`src/rtl/mult_share_arbiter.sv`:
```
// mult_share_arbiter
//
// Shares one WxW array multiplier between NREQ requesters. A round-robin
// arbiter picks one request while idle. It latches that requester's operands
// onto the multiplier inputs and waits MULT_LAT cycles for the product to
// settle. It then captures the product and reports it with a one-cycle done
// pulse tagged with the requester index. All outputs are registered.
//
// Optional feature (compile-time macro MULT_SHARE_ZERO_BYPASS_EN):
//   When defined, a winner with a zero operand completes in the same idle edge.
//   The product 0 is returned directly, and the multiplier is left untouched.
//
// Parameters:
//   W        operand width; product is 2*W bits
//   NREQ     number of requesters (2..8)
//   MULT_LAT multiplier settle time in cycles (1..255)
//   IDW      requester id width, equal to clog2(NREQ)
//
// Ports:
//   clk      rising-edge clock
//   rst      asynchronous active-high reset
//   req      per-requester request level
//   a_in     packed operand A, requester i at [i*W +: W]
//   b_in     packed operand B, same packing
//   gnt      one-hot single-cycle pulse: operands of that requester accepted
//   mult_a   multiplier input a (holds while idle)
//   mult_b   multiplier input b (holds while idle)
//   mult_p   multiplier output p
//   done     single-cycle pulse: product valid on p
//   done_id  requester index of the completed product
//   p        captured product, holds until the next done
//   busy     high while waiting on the multiplier
module mult_share_arbiter #(
    parameter int unsigned W        = 4,
    parameter int unsigned NREQ     = 4,
    parameter int unsigned MULT_LAT = 1,
    parameter int unsigned IDW      = 2
) (
    input  logic              clk,
    input  logic              rst,
    input  logic [NREQ-1:0]   req,
    input  logic [NREQ*W-1:0] a_in,
    input  logic [NREQ*W-1:0] b_in,
    output logic [NREQ-1:0]   gnt,
    output logic [W-1:0]      mult_a,
    output logic [W-1:0]      mult_b,
    input  logic [2*W-1:0]    mult_p,
    output logic              done,
    output logic [IDW-1:0]    done_id,
    output logic [2*W-1:0]    p,
    output logic              busy
);

    localparam int unsigned CntW    = 8;
    localparam logic [CntW-1:0] CntInit = CntW'(MULT_LAT);
    // Pointer starts at the last requester so requester 0 is searched first.
    localparam logic [IDW-1:0]  PtrInit = IDW'(NREQ - 1);

    typedef enum logic [0:0] {
        StIdle,
        StWait
    } state_e;

    state_e          state_q, state_d;
    logic [NREQ-1:0] gnt_q, gnt_d;
    logic [W-1:0]    mult_a_q, mult_a_d;
    logic [W-1:0]    mult_b_q, mult_b_d;
    logic            done_q, done_d;
    logic [IDW-1:0]  done_id_q, done_id_d;
    logic [2*W-1:0]  p_q, p_d;
    logic            busy_q, busy_d;
    logic [CntW-1:0] cnt_q, cnt_d;
    logic [IDW-1:0]  id_q, id_d;
    logic [IDW-1:0]  ptr_q, ptr_d;

    // ------------------------------------------------------------------
    // Round-robin search: first set request at ptr+1, ptr+2, ... (mod NREQ)
    // ------------------------------------------------------------------
    logic            win_valid;
    logic [IDW-1:0]  win_id;
    logic [NREQ-1:0] win_oh;
    int unsigned     idx;

    always_comb begin
        win_valid = 1'b0;
        win_id    = '0;
        win_oh    = '0;
        idx       = 0;
        for (int unsigned k = 1; k <= NREQ; k++) begin
            idx = 32'(ptr_q) + k;
            if (idx >= NREQ) begin
                idx = idx - NREQ;
            end
            for (int unsigned i = 0; i < NREQ; i++) begin
                if (!win_valid && (i == idx) && req[i]) begin
                    win_valid = 1'b1;
                    win_id    = IDW'(i);
                    win_oh[i] = 1'b1;
                end
            end
        end
    end

    // Winner operand mux, driven by the one-hot winner vector.
    logic [W-1:0] win_a, win_b;

    always_comb begin
        win_a = '0;
        win_b = '0;
        for (int unsigned i = 0; i < NREQ; i++) begin
            if (win_oh[i]) begin
                win_a = a_in[i*W +: W];
                win_b = b_in[i*W +: W];
            end
        end
    end

    // A zero operand can skip the multiplier entirely when the bypass is built in.
    logic bypass;
`ifdef MULT_SHARE_ZERO_BYPASS_EN
    assign bypass = (win_a == '0) || (win_b == '0);
`else
    assign bypass = 1'b0;
`endif

    // ------------------------------------------------------------------
    // Next-state and output logic
    // ------------------------------------------------------------------
    always_comb begin
        state_d   = state_q;
        gnt_d     = '0;
        mult_a_d  = mult_a_q;
        mult_b_d  = mult_b_q;
        done_d    = 1'b0;
        done_id_d = done_id_q;
        p_d       = p_q;
        busy_d    = busy_q;
        cnt_d     = cnt_q;
        id_d      = id_q;
        ptr_d     = ptr_q;

        unique case (state_q)
            StIdle: begin
                if (win_valid) begin
                    gnt_d = win_oh;
                    ptr_d = win_id;
                    if (bypass) begin
                        done_d    = 1'b1;
                        done_id_d = win_id;
                        p_d       = '0;
                    end else begin
                        mult_a_d = win_a;
                        mult_b_d = win_b;
                        cnt_d    = CntInit;
                        id_d     = win_id;
                        busy_d   = 1'b1;
                        state_d  = StWait;
                    end
                end
            end

            StWait: begin
                // New requests are not sampled here; requesters hold req until gnt.
                cnt_d = cnt_q - 1'b1;
                if (cnt_q == CntW'(1)) begin
                    p_d       = mult_p;
                    done_d    = 1'b1;
                    done_id_d = id_q;
                    busy_d    = 1'b0;
                    state_d   = StIdle;
                end
            end

            default: begin
                state_d = StIdle;
            end
        endcase
    end

    // ------------------------------------------------------------------
    // State registers
    // ------------------------------------------------------------------
    always_ff @(posedge clk or posedge rst) begin
        if (rst) begin
            state_q   <= StIdle;
            gnt_q     <= '0;
            mult_a_q  <= '0;
            mult_b_q  <= '0;
            done_q    <= 1'b0;
            done_id_q <= '0;
            p_q       <= '0;
            busy_q    <= 1'b0;
            cnt_q     <= '0;
            id_q      <= '0;
            ptr_q     <= PtrInit;
        end else begin
            state_q   <= state_d;
            gnt_q     <= gnt_d;
            mult_a_q  <= mult_a_d;
            mult_b_q  <= mult_b_d;
            done_q    <= done_d;
            done_id_q <= done_id_d;
            p_q       <= p_d;
            busy_q    <= busy_d;
            cnt_q     <= cnt_d;
            id_q      <= id_d;
            ptr_q     <= ptr_d;
        end
    end

    assign gnt     = gnt_q;
    assign mult_a  = mult_a_q;
    assign mult_b  = mult_b_q;
    assign done    = done_q;
    assign done_id = done_id_q;
    assign p       = p_q;
    assign busy    = busy_q;

endmodule

```
`config.mk`:
```
export PLATFORM = sky130hd
export DESIGN_NAME = mult_share_arbiter
export DESIGN_NICKNAME = d
export VERILOG_FILES = /design/src/rtl/mult_share_arbiter.sv
export SDC_FILE = /design/constraint.sdc
export NUM_CORES = 1
export LEC_CHECK = 0
export CAP_MARGIN = 20
export CORE_UTILIZATION = 48
export CTS_CLUSTER_DIAMETER = 100
export DETAILED_ROUTE_END_ITERATION = 10
export HOLD_SLACK_MARGIN = 0.1
export PLACE_DENSITY = 0.88
export SETUP_SLACK_MARGIN = 0.15
export SYNTH_ARGS = -nofsm -noshare
export SYNTH_HDL_FRONTEND = slang
export SYNTH_SLANG_ARGS = --single-unit
```
`constraint.sdc`:
```
create_clock -name clk -period 4.3 [get_ports clk]
set_input_delay 0.86 -clock clk [delete_from_list [all_inputs] [get_ports clk]]
set_output_delay 0.86 -clock clk [all_outputs]
set_load 0.005 [all_outputs]
```
==> Implementation_results.wiki, run 1 <==
{| class="wikitable"
! Metric !! Value
|-
| Run status || finished, final reports clean
|-
| Portion of synthesized cell area occupied by the leading cell type || 0.461
|-
| Total Routed Length || 4410 microns
|-
| Critical Path AT || 2910 ps
|-
| Antenna violations before repair || 0
|-
| DRC violation count after routing || 0
|-
| Uppermost layer routed || met4
|-
| PostCTS Resize Cnt || 0
|-
| Type of the tightest min-delay check || reg2reg
|-
| Input/output buffers || about 70
|-
| Post-CTS clock slew at the launch and capture registers of the worst setup and hold paths || about 70 ps
|-
| Combined area of all synthesized cells || 0.00190 sq mm
|-
| Layout cell share with drive strength beyond 1 || 0.109
|-
| Final-report setup violation count || 0
|-
| Maximum clock frequency || 0.369 GHz
|-
| Power density normalized to cell area || 330 mW/mm^2
|-
| CTS Buf Count || 5
|-
| Final Net Count || between 300 and 400
|-
| Starting density of the core || 0.511
|-
| Reg power frac || 0.457
|-
| Count of flip-flops with a built-in enable after synthesis || 0
|-
| Number of buffers inserted for hold repair after clock tree synthesis || 0
|-
| Sequential share of the synthesized area || 0.488
|-
| Drt wl/cell || between 10 and 15 microns
|-
| Global-route wire length before repair || between 7000 and 8000 microns
|-
| Nets in the synthesized netlist || 236
|-
| Cell type with the largest total area after synthesis || dfrtp_1
|-
| Setup TNS || 0 ps
|-
| Signed area change from the synthesized netlist to the final layout || 42.5%
|-
| Unrepaired setup endpoints after global routing || no
|-
| Number of global-route vias before repair || 1582
|-
| Number of iterations in the first detailed-routing pass || 4
|-
| Setup skew after layout || ~4.6 ps
|-
| HPWL after DPL || 3180 microns
|-
| Pins over their slew limit || 0
|-
| Category of the most critical setup path || in2reg
|-
| Chip Width || 64.9 microns
|-
| Data required time of the critical path || 4500 ps
|-
| Highest net fanout along the worst path || 17
|-
| Switching power || 221 uW
|-
| Share of synthesized registers carrying an async set or reset || 1.00
|-
| Transition at the pin with the smallest max-transition slack || 834 ps
|-
| N_diodes || 0
|-
| Commonest register cell after synthesis || dfrtp_1
|-
| Clock H-tree levels || 2
|-
| Die area || ~0.0042 sq mm
|-
| Global-route usage over all layers || 0.228
|-
| CTS tree || built
|-
| Worst vdd ir || 173 uV
|-
| Number of endpoints with negative hold slack in the final report || 0
|-
| Number of vias after detailed routing || roughly 1700
|-
| Final clock period utilization by the worst path || 0.630
|-
| Metal3 WL || 390 microns
|-
| Count of antenna-violating nets left after detailed routing || 0
|-
| Routed wire length on met2 || 2060 microns
|-
| Average cell area after synthesis || 10.1 sq um
|-
| Clock insertion delay at the later pin of the skew report || 290 ps
|-
| Die Height || 64.9 microns
|-
| Part of the total power dissipated in the clock network || 0.343
|-
| Overflow after GRT || 0
|-
| Wire length the detailed router placed on met1 || 1850 microns
|-
| Placer congestion estimate || 0.851
|-
| Core Util, Final || 0.729
|-
| Average via count per standard cell || 5.44
|-
| Number of setup buffers added after CTS || 0
|-
| Cell with the most instances after synthesis || dfrtp_1
|-
| Type of origin of the critical path || input pin
|-
| Count of boundary I/O pins || 70
|-
| Core outline area || 0.00372 sq mm
|-
| Static Leakage || 0.00121 uW
|-
| TritonCTS sink count || 37
|-
| Combinational share of power || 0.200
|-
| Relative max-transition margin || 0.442
|-
| Number of warnings issued by yosys || 0
|-
| Power consumption || 894 uW
|-
| Maximum root-to-sink buffer count || 2
|-
| Max-capacitance violation count || 0
|-
| Iter 0 DRT Violations || 63
|-
| Maximum number of pins on one net before global-route repair || 38
|-
| Top cells by area in the synthesized netlist || dfrtp_1 (46%), mux2_4 (6.3%), nand2_1 (4.1%)
|-
| Cells after Synth || 188
|-
| Root buf cell || clkbuf_8
|-
| Switching share of total power || 0.248
|-
| Internal power summed over all cells || 673 uW
|-
| Synthesis-stage register bit count || 37
|-
| Most common library cells after synthesis || dfrtp_1 (35), nand2_1 (21), nor2_1 (16)
|-
| Number of distinct library cell variants in the gate-level netlist after synthesis || 38
|-
| Period minus WS final || 2710 ps
|-
| Kind of end point of the critical path || flip-flop
|-
| Rows || 22
|}
-- final timing paths --
check,from,endpoint,slack [ps],cells after the start
worst max-delay path,req[0],cnt_q[4],1590,5
worst min-delay path,busy,busy,480,2
worst max register to register,cnt_q[3],p[3],2430,3
worst min register to register,busy,busy,480,2
max in group asynchronous,rst,ptr_q[1],2980,3
min in group asynchronous,rst,done_id[0],970,3
-- cells in the final DEF (no fill, tap or decap), drive strengths merged, types with 2 or more instances in the layout --
cell / n
nor4: 5
inv: 15
mux2: 10
nor2: 16
o22ai: 9
a21oi: 5
dfrtp: 35
and2: 2
nand2b: 2
nand3: 9
clkbuf: 7
clkdlybuf4s50: 69
dfstp: 2
ha: 2
nand2: 21
mux2i: 4
o21a: 2
o21ai: 18
a211oi: 8
-- logic make-up after synthesis --
family | after synthesis | share of synthesized area
DFF | 37 | 0.488
AOI/OAI and AO/OA | 50 | 0.182
adders and majority gates | 2 | 0.0132
buffers and inverters | 25 | 0.0652
xor gates and xnor gates | 1 | 0.00461
and+or+nand+nor | 59 | 0.150
muxes | 14 | 0.0961
-- state kept, by name, indices dropped and copies added, names as in the netlist --
signal / cells
busy: 1
mult_a: 4
gnt: 4
done_id: 2
ptr_q: 2
cnt_q: 8
mult_b: 4
p: 8
id_q: 2
state_q: 1
done: 1
-- critical path: stages --
cell             delay (ps)
clkdlybuf4s50_1         670
nor4_1                  520
or2_1                   570
o211ai_1                190
o31ai_1                 100
-- layer usage --
layer  track usage  vias to the layer above
met4         0.108                        0
li1              -                      794
met2         0.391                       88
met5             0                        -
met1         0.264                      760
met3        0.0581                       12
-- layout make-up --
class,count,area (sq um)
tap,48,60.1
inverter,15,56.3
clock inverter,1,30.0
timing repair buffer,70,698
sequential,37,928
clock buffer,7,86.3
fill,269,1010
multi-input combinational,126,848
-- through the flow --
step | worst slack (ps) | hold WS [ps] | instance area [sq um] | cells
after floorplan | 2330 | 437 | 1900 | 188
after global placement | 1460 | 455 | 2590 | 296
after detailed placement | 1350 | 462 | 2590 | 296
after CTS | 1660 | 476 | 2710 | 304
after global routing | 1490 | 494 | 2710 | 304
final | 1590 | 477 | 2710 | 304
-- power by group through the flow --
stage / clock (uW) / combinational [uW] / sequential [uW]
floorplan: 0 / 95.4 / 405
global placement: 0 / 175 / 413
detailed placement: 0 / 179 / 413
CTS: 313 / 179 / 408
global route: 326 / 196 / 412
finish: 307 / 179 / 408
No activity file was read; power rests on OpenSTA's default activity.
==> run 2: changes to the inputs <==
--- a/config.mk
+++ b/config.mk
@@ -6,11 +6,11 @@
 export NUM_CORES = 1
 export LEC_CHECK = 0
 export CAP_MARGIN = 20
-export CORE_UTILIZATION = 48
+export CORE_UTILIZATION = 40
 export CTS_CLUSTER_DIAMETER = 100
 export DETAILED_ROUTE_END_ITERATION = 10
 export HOLD_SLACK_MARGIN = 0.1
-export PLACE_DENSITY = 0.88
+export PLACE_DENSITY = 0.78
 export SETUP_SLACK_MARGIN = 0.15
 export SYNTH_ARGS = -nofsm -noshare
 export SYNTH_HDL_FRONTEND = slang
==> constraint.sdc (replaced) <==
create_clock -name clk -period 2.25 [get_ports clk]
set_input_delay 0.45 -clock clk [delete_from_list [all_inputs] [get_ports clk]]
set_output_delay 0.45 -clock clk [all_outputs]
set_load 0.005 [all_outputs]
==> run 2 against run 1 <==
The run now ends with DRC left. Largest power group unchanged. Final area increased by 3.1%. Critical path depth increased by 2. Clock-buffer cell count unchanged. Critical endpoint is now mult_b[2]. Sequential share of layout area decreased by 1.0 points. Combinational power increased by 100%. Clock skew about the same. Highest routed layer unchanged. Critical path type unchanged. Clock power increased by 49%.
==> Implementation_results.wiki, run 2 (synthesis results as in run 1) <==
{| class="wikitable"
! Metric !! Value
|-
| Relative max-transition margin || 0.590 (+0.148)
|-
| Type of the tightest min-delay check || in2async
|-
| Sum of buffers and inverters on the critical path || 2 (+1)
|-
| Placer congestion estimate || 0.845 (-0.67%)
|-
| Kind of end point of the critical path || flip-flop
|-
| Number of iterations in the first detailed-routing pass || 7 (+3)
|-
| Worst vdd ir || 224 uV (+30%)
|-
| Top library cells by usage in the layout, fill and taps aside || clkdlybuf4s50_1 (69), dfrtp_1 (35), nand2_1 (21), nor2_1 (16), inv_1 (15)
|-
| Setup slack after placement || -30.8 ps (-1380 ps)
|-
| Static Leakage || 0.00126 uW (+4.4%)
|-
| Number of vias after detailed routing || 1744 (+5.4%)
|-
| End of the critical path || mult_b[2]
|-
| Category of the most critical setup path || in2reg
|-
| Starting density of the core || 0.425 (-0.0867)
|-
| Maximum number of pins on one net before global-route repair || 30 (-21%)
|-
| N_diodes || 0 (unchanged)
|-
| Max-capacitance violation count || 0 (unchanged)
|-
| Transition at the pin with the smallest max-transition slack || 613 ps (-222 ps)
|-
| HPWL after DPL || 3590 microns (+13%)
|-
| Signed area change from the synthesized netlist to the final layout || 46.9%
|-
| Layout cell share with drive strength beyond 1 || 0.149 (+0.0399)
|-
| Core Util, Final || 0.624 (-0.104)
|-
| Data required time of the critical path || 2410 ps (-2090 ps)
|-
| Final-report setup violation count || 0 (unchanged)
|-
| Global-route usage over all layers || 0.200 (-0.0277)
|-
| Die Height || 70.9 microns (+9.2%)
|-
| Count of antenna-violating nets left after detailed routing || 0 (unchanged)
|-
| Power consumption || 1600 uW (+79%)
|-
| Maximum clock frequency || just under 0.5 GHz
|-
| Final Net Count || 316 (+4.3%)
|-
| CTS Buf Count || 5 (unchanged)
|-
| Internal power summed over all cells || 1180 uW (+75%)
|-
| Worst hold margin || 468 ps (-8.73 ps)
|-
| Maximum root-to-sink buffer count || 2 (unchanged)
|-
| Most common library cell in the layout ignoring fill and taps || clkdlybuf4s50_1
|-
| Startpoint of the most critical setup path || req[2]
|-
| Reg-to-reg slack, setup || 360 ps (-2070 ps)
|-
| Rows || 24 (+9.1%)
|-
| Number of setup buffers added after CTS || 0 (unchanged)
|-
| Clock H-tree levels || 2 (unchanged)
|-
| Iter 0 DRT Violations || 145 (+130%)
|-
| Global-route wire length before repair || 7850 microns (+10%)
|-
| Area occupied by multi-input gates || 848 sq um (unchanged)
|-
| M2 GR Usage || 0.338 (-0.0530)
|-
| Drt wl/cell || 14.7 microns (+1.3%)
|-
| WP depth || 7 (+2)
|-
| Overflow after GRT || 0 (unchanged)
|-
| Post-CTS clock slew at the launch and capture registers of the worst setup and hold paths || 70 ps (about the same)
|-
| Power density normalized to cell area || 572 mW/mm^2 (+73%)
|-
| TritonCTS sink count || 37 (unchanged)
|-
| Final clock period utilization by the worst path || 0.895
|-
| Crit path setup slack, layout || 236 ps (-1360 ps)
|-
| PostCTS Resize Cnt || 0 (unchanged)
|-
| Switching power || 418 uW (+89%)
|-
| Met3 layer usage reported by global route || 0.0399 (-0.0182)
|-
| Chip Width || 70.9 microns (+9.2%)
|-
| Unrepaired setup endpoints after global routing || yes
|-
| DRC violation count after routing || 10 (+10)
|-
| Cell family with most CP delay || compound AO/OA/AOI/OAI gates
|-
| Switching share of total power || 0.262 (+0.0139)
|-
| Failing checks || DRC
|-
| End of the worst register-to-register path || mult_b[2]
|-
| GR Layer Usage met1 || 0.250 (-0.0132)
|-
| Root buf cell || clkbuf_8
|-
| Antenna violations before repair || 0 (unchanged)
|-
| Core outline area || 0.00447 sq mm (+20%)
|-
| Total Routed Length || 4700 microns (+6.6%)
|-
| Critical Path AT || 2180 ps (-730 ps)
|-
| Clock insertion delay at the later pin of the skew report || 280 ps (about the same)
|-
| Part of the total power dissipated in the clock network || 0.286 (-0.057)
|-
| Number of buffers inserted for hold repair after clock tree synthesis || 0 (unchanged)
|-
| Slowest Stage Delay on Critical Path || 500 ps (-170 ps)
|-
| Input/output buffers || 69 (unchanged)
|-
| Crit Reg-Reg Startpoint || ptr_q[1]
|-
| Type of origin of the critical path || input pin
|-
| Number of endpoints with negative hold slack in the final report || 0 (unchanged)
|-
| Run status || finished, violations left
|-
| Storage element area || 928 sq um (unchanged)
|-
| Busiest metal layer after global routing || met2
|-
| Count of boundary I/O pins || 70 (unchanged)
|-
| Number of global-route vias before repair || 1728 (+9.2%)
|-
| Average via count per standard cell || 5.45 (+0.17%)
|-
| Die area || 0.00503 sq mm (+19%)
|-
| Period minus WS final || 2010 ps
|-
| Reg power frac || 0.489 (+0.032)
|-
| Fillers || 375 (+39%)
|-
| Setup skew after layout || 4.20 ps (-0.395 ps)
|-
| Combinational share of power || 0.225 (+0.025)
|-
| CP cell instances || clkdlybuf4s50_1 > buf_4 > a2bb2oi_1 > o22ai_1 > and2_1 > a211oi_1 > o21ai_1
|-
| Pins over their slew limit || 0 (unchanged)
|-
| Cell with the largest stage delay on the worst path || clkdlybuf4s50_1
|-
| CTS tree || built
|-
| Worst Reg2Reg Path Length in Cells || 6 (+3)
|-
| Highest net fanout along the worst path || 8 (-9)
|}
## run 2: cell types whose count changed in the layout (fill, tap and decap cells not counted)
cell       previous run  this run
buf_12                0         1
buf_4                 1        13
bufinv_16             1         0
## run 2: stage by stage
step | instance area (sq um) | instances | setup TNS, ps
floorplan | 1900 | 188 | 0
global placement | 2710 | 313 | 0
detailed placement | 2710 | 313 | -30.8
CTS | 2790 | 320 | 0
global route | 2790 | 320 | 0
finish | 2790 | 320 | 0
## run 2: routing by layer
| layer | up-vias | part of all wire |
|---|---|---|
| met5 | - | 0 |
| met4 | 0 | 0.018 |
| met3 | 11 | 0.062 |
| met2 | 75 | 0.50 |
| met1 | 840 | 0.42 |
| li1 | 818 | - |
## run 2: final cells by class
type,instances,area share
flip-flops and latches,37,0.332
multi-input cells,126,0.304
repair buffers,83,0.289
clock buffers,7,0.0309
well taps,52,0.0233
inverters,15,0.0202
## run 2: worst min path at each step
| stage | start | to | slack, ps | depth (start not counted) |
|---|---|---|---|---|
| final | rst | gnt[2] | 470 | 2 |
| after detailed placement | cnt_q[7] | cnt_q[7] | 470 | 1 |
| after global routing | rst | mult_a[1] | 500 | 2 |
| after CTS | rst | gnt[2] | 470 | 2 |
| after floorplan | cnt_q[7] | cnt_q[7] | 440 | 1 |
| after global placement | cnt_q[7] | cnt_q[7] | 450 | 1 |
## run 2: power groups by stage
stage | clock, uW | sequential (uW) | combinational, uW
global route | 489 | 790 | 395
detailed placement | 0 | 792 | 359
floorplan | 0 | 774 | 182
CTS | 467 | 781 | 361
finish | 457 | 782 | 359
global placement | 0 | 789 | 349
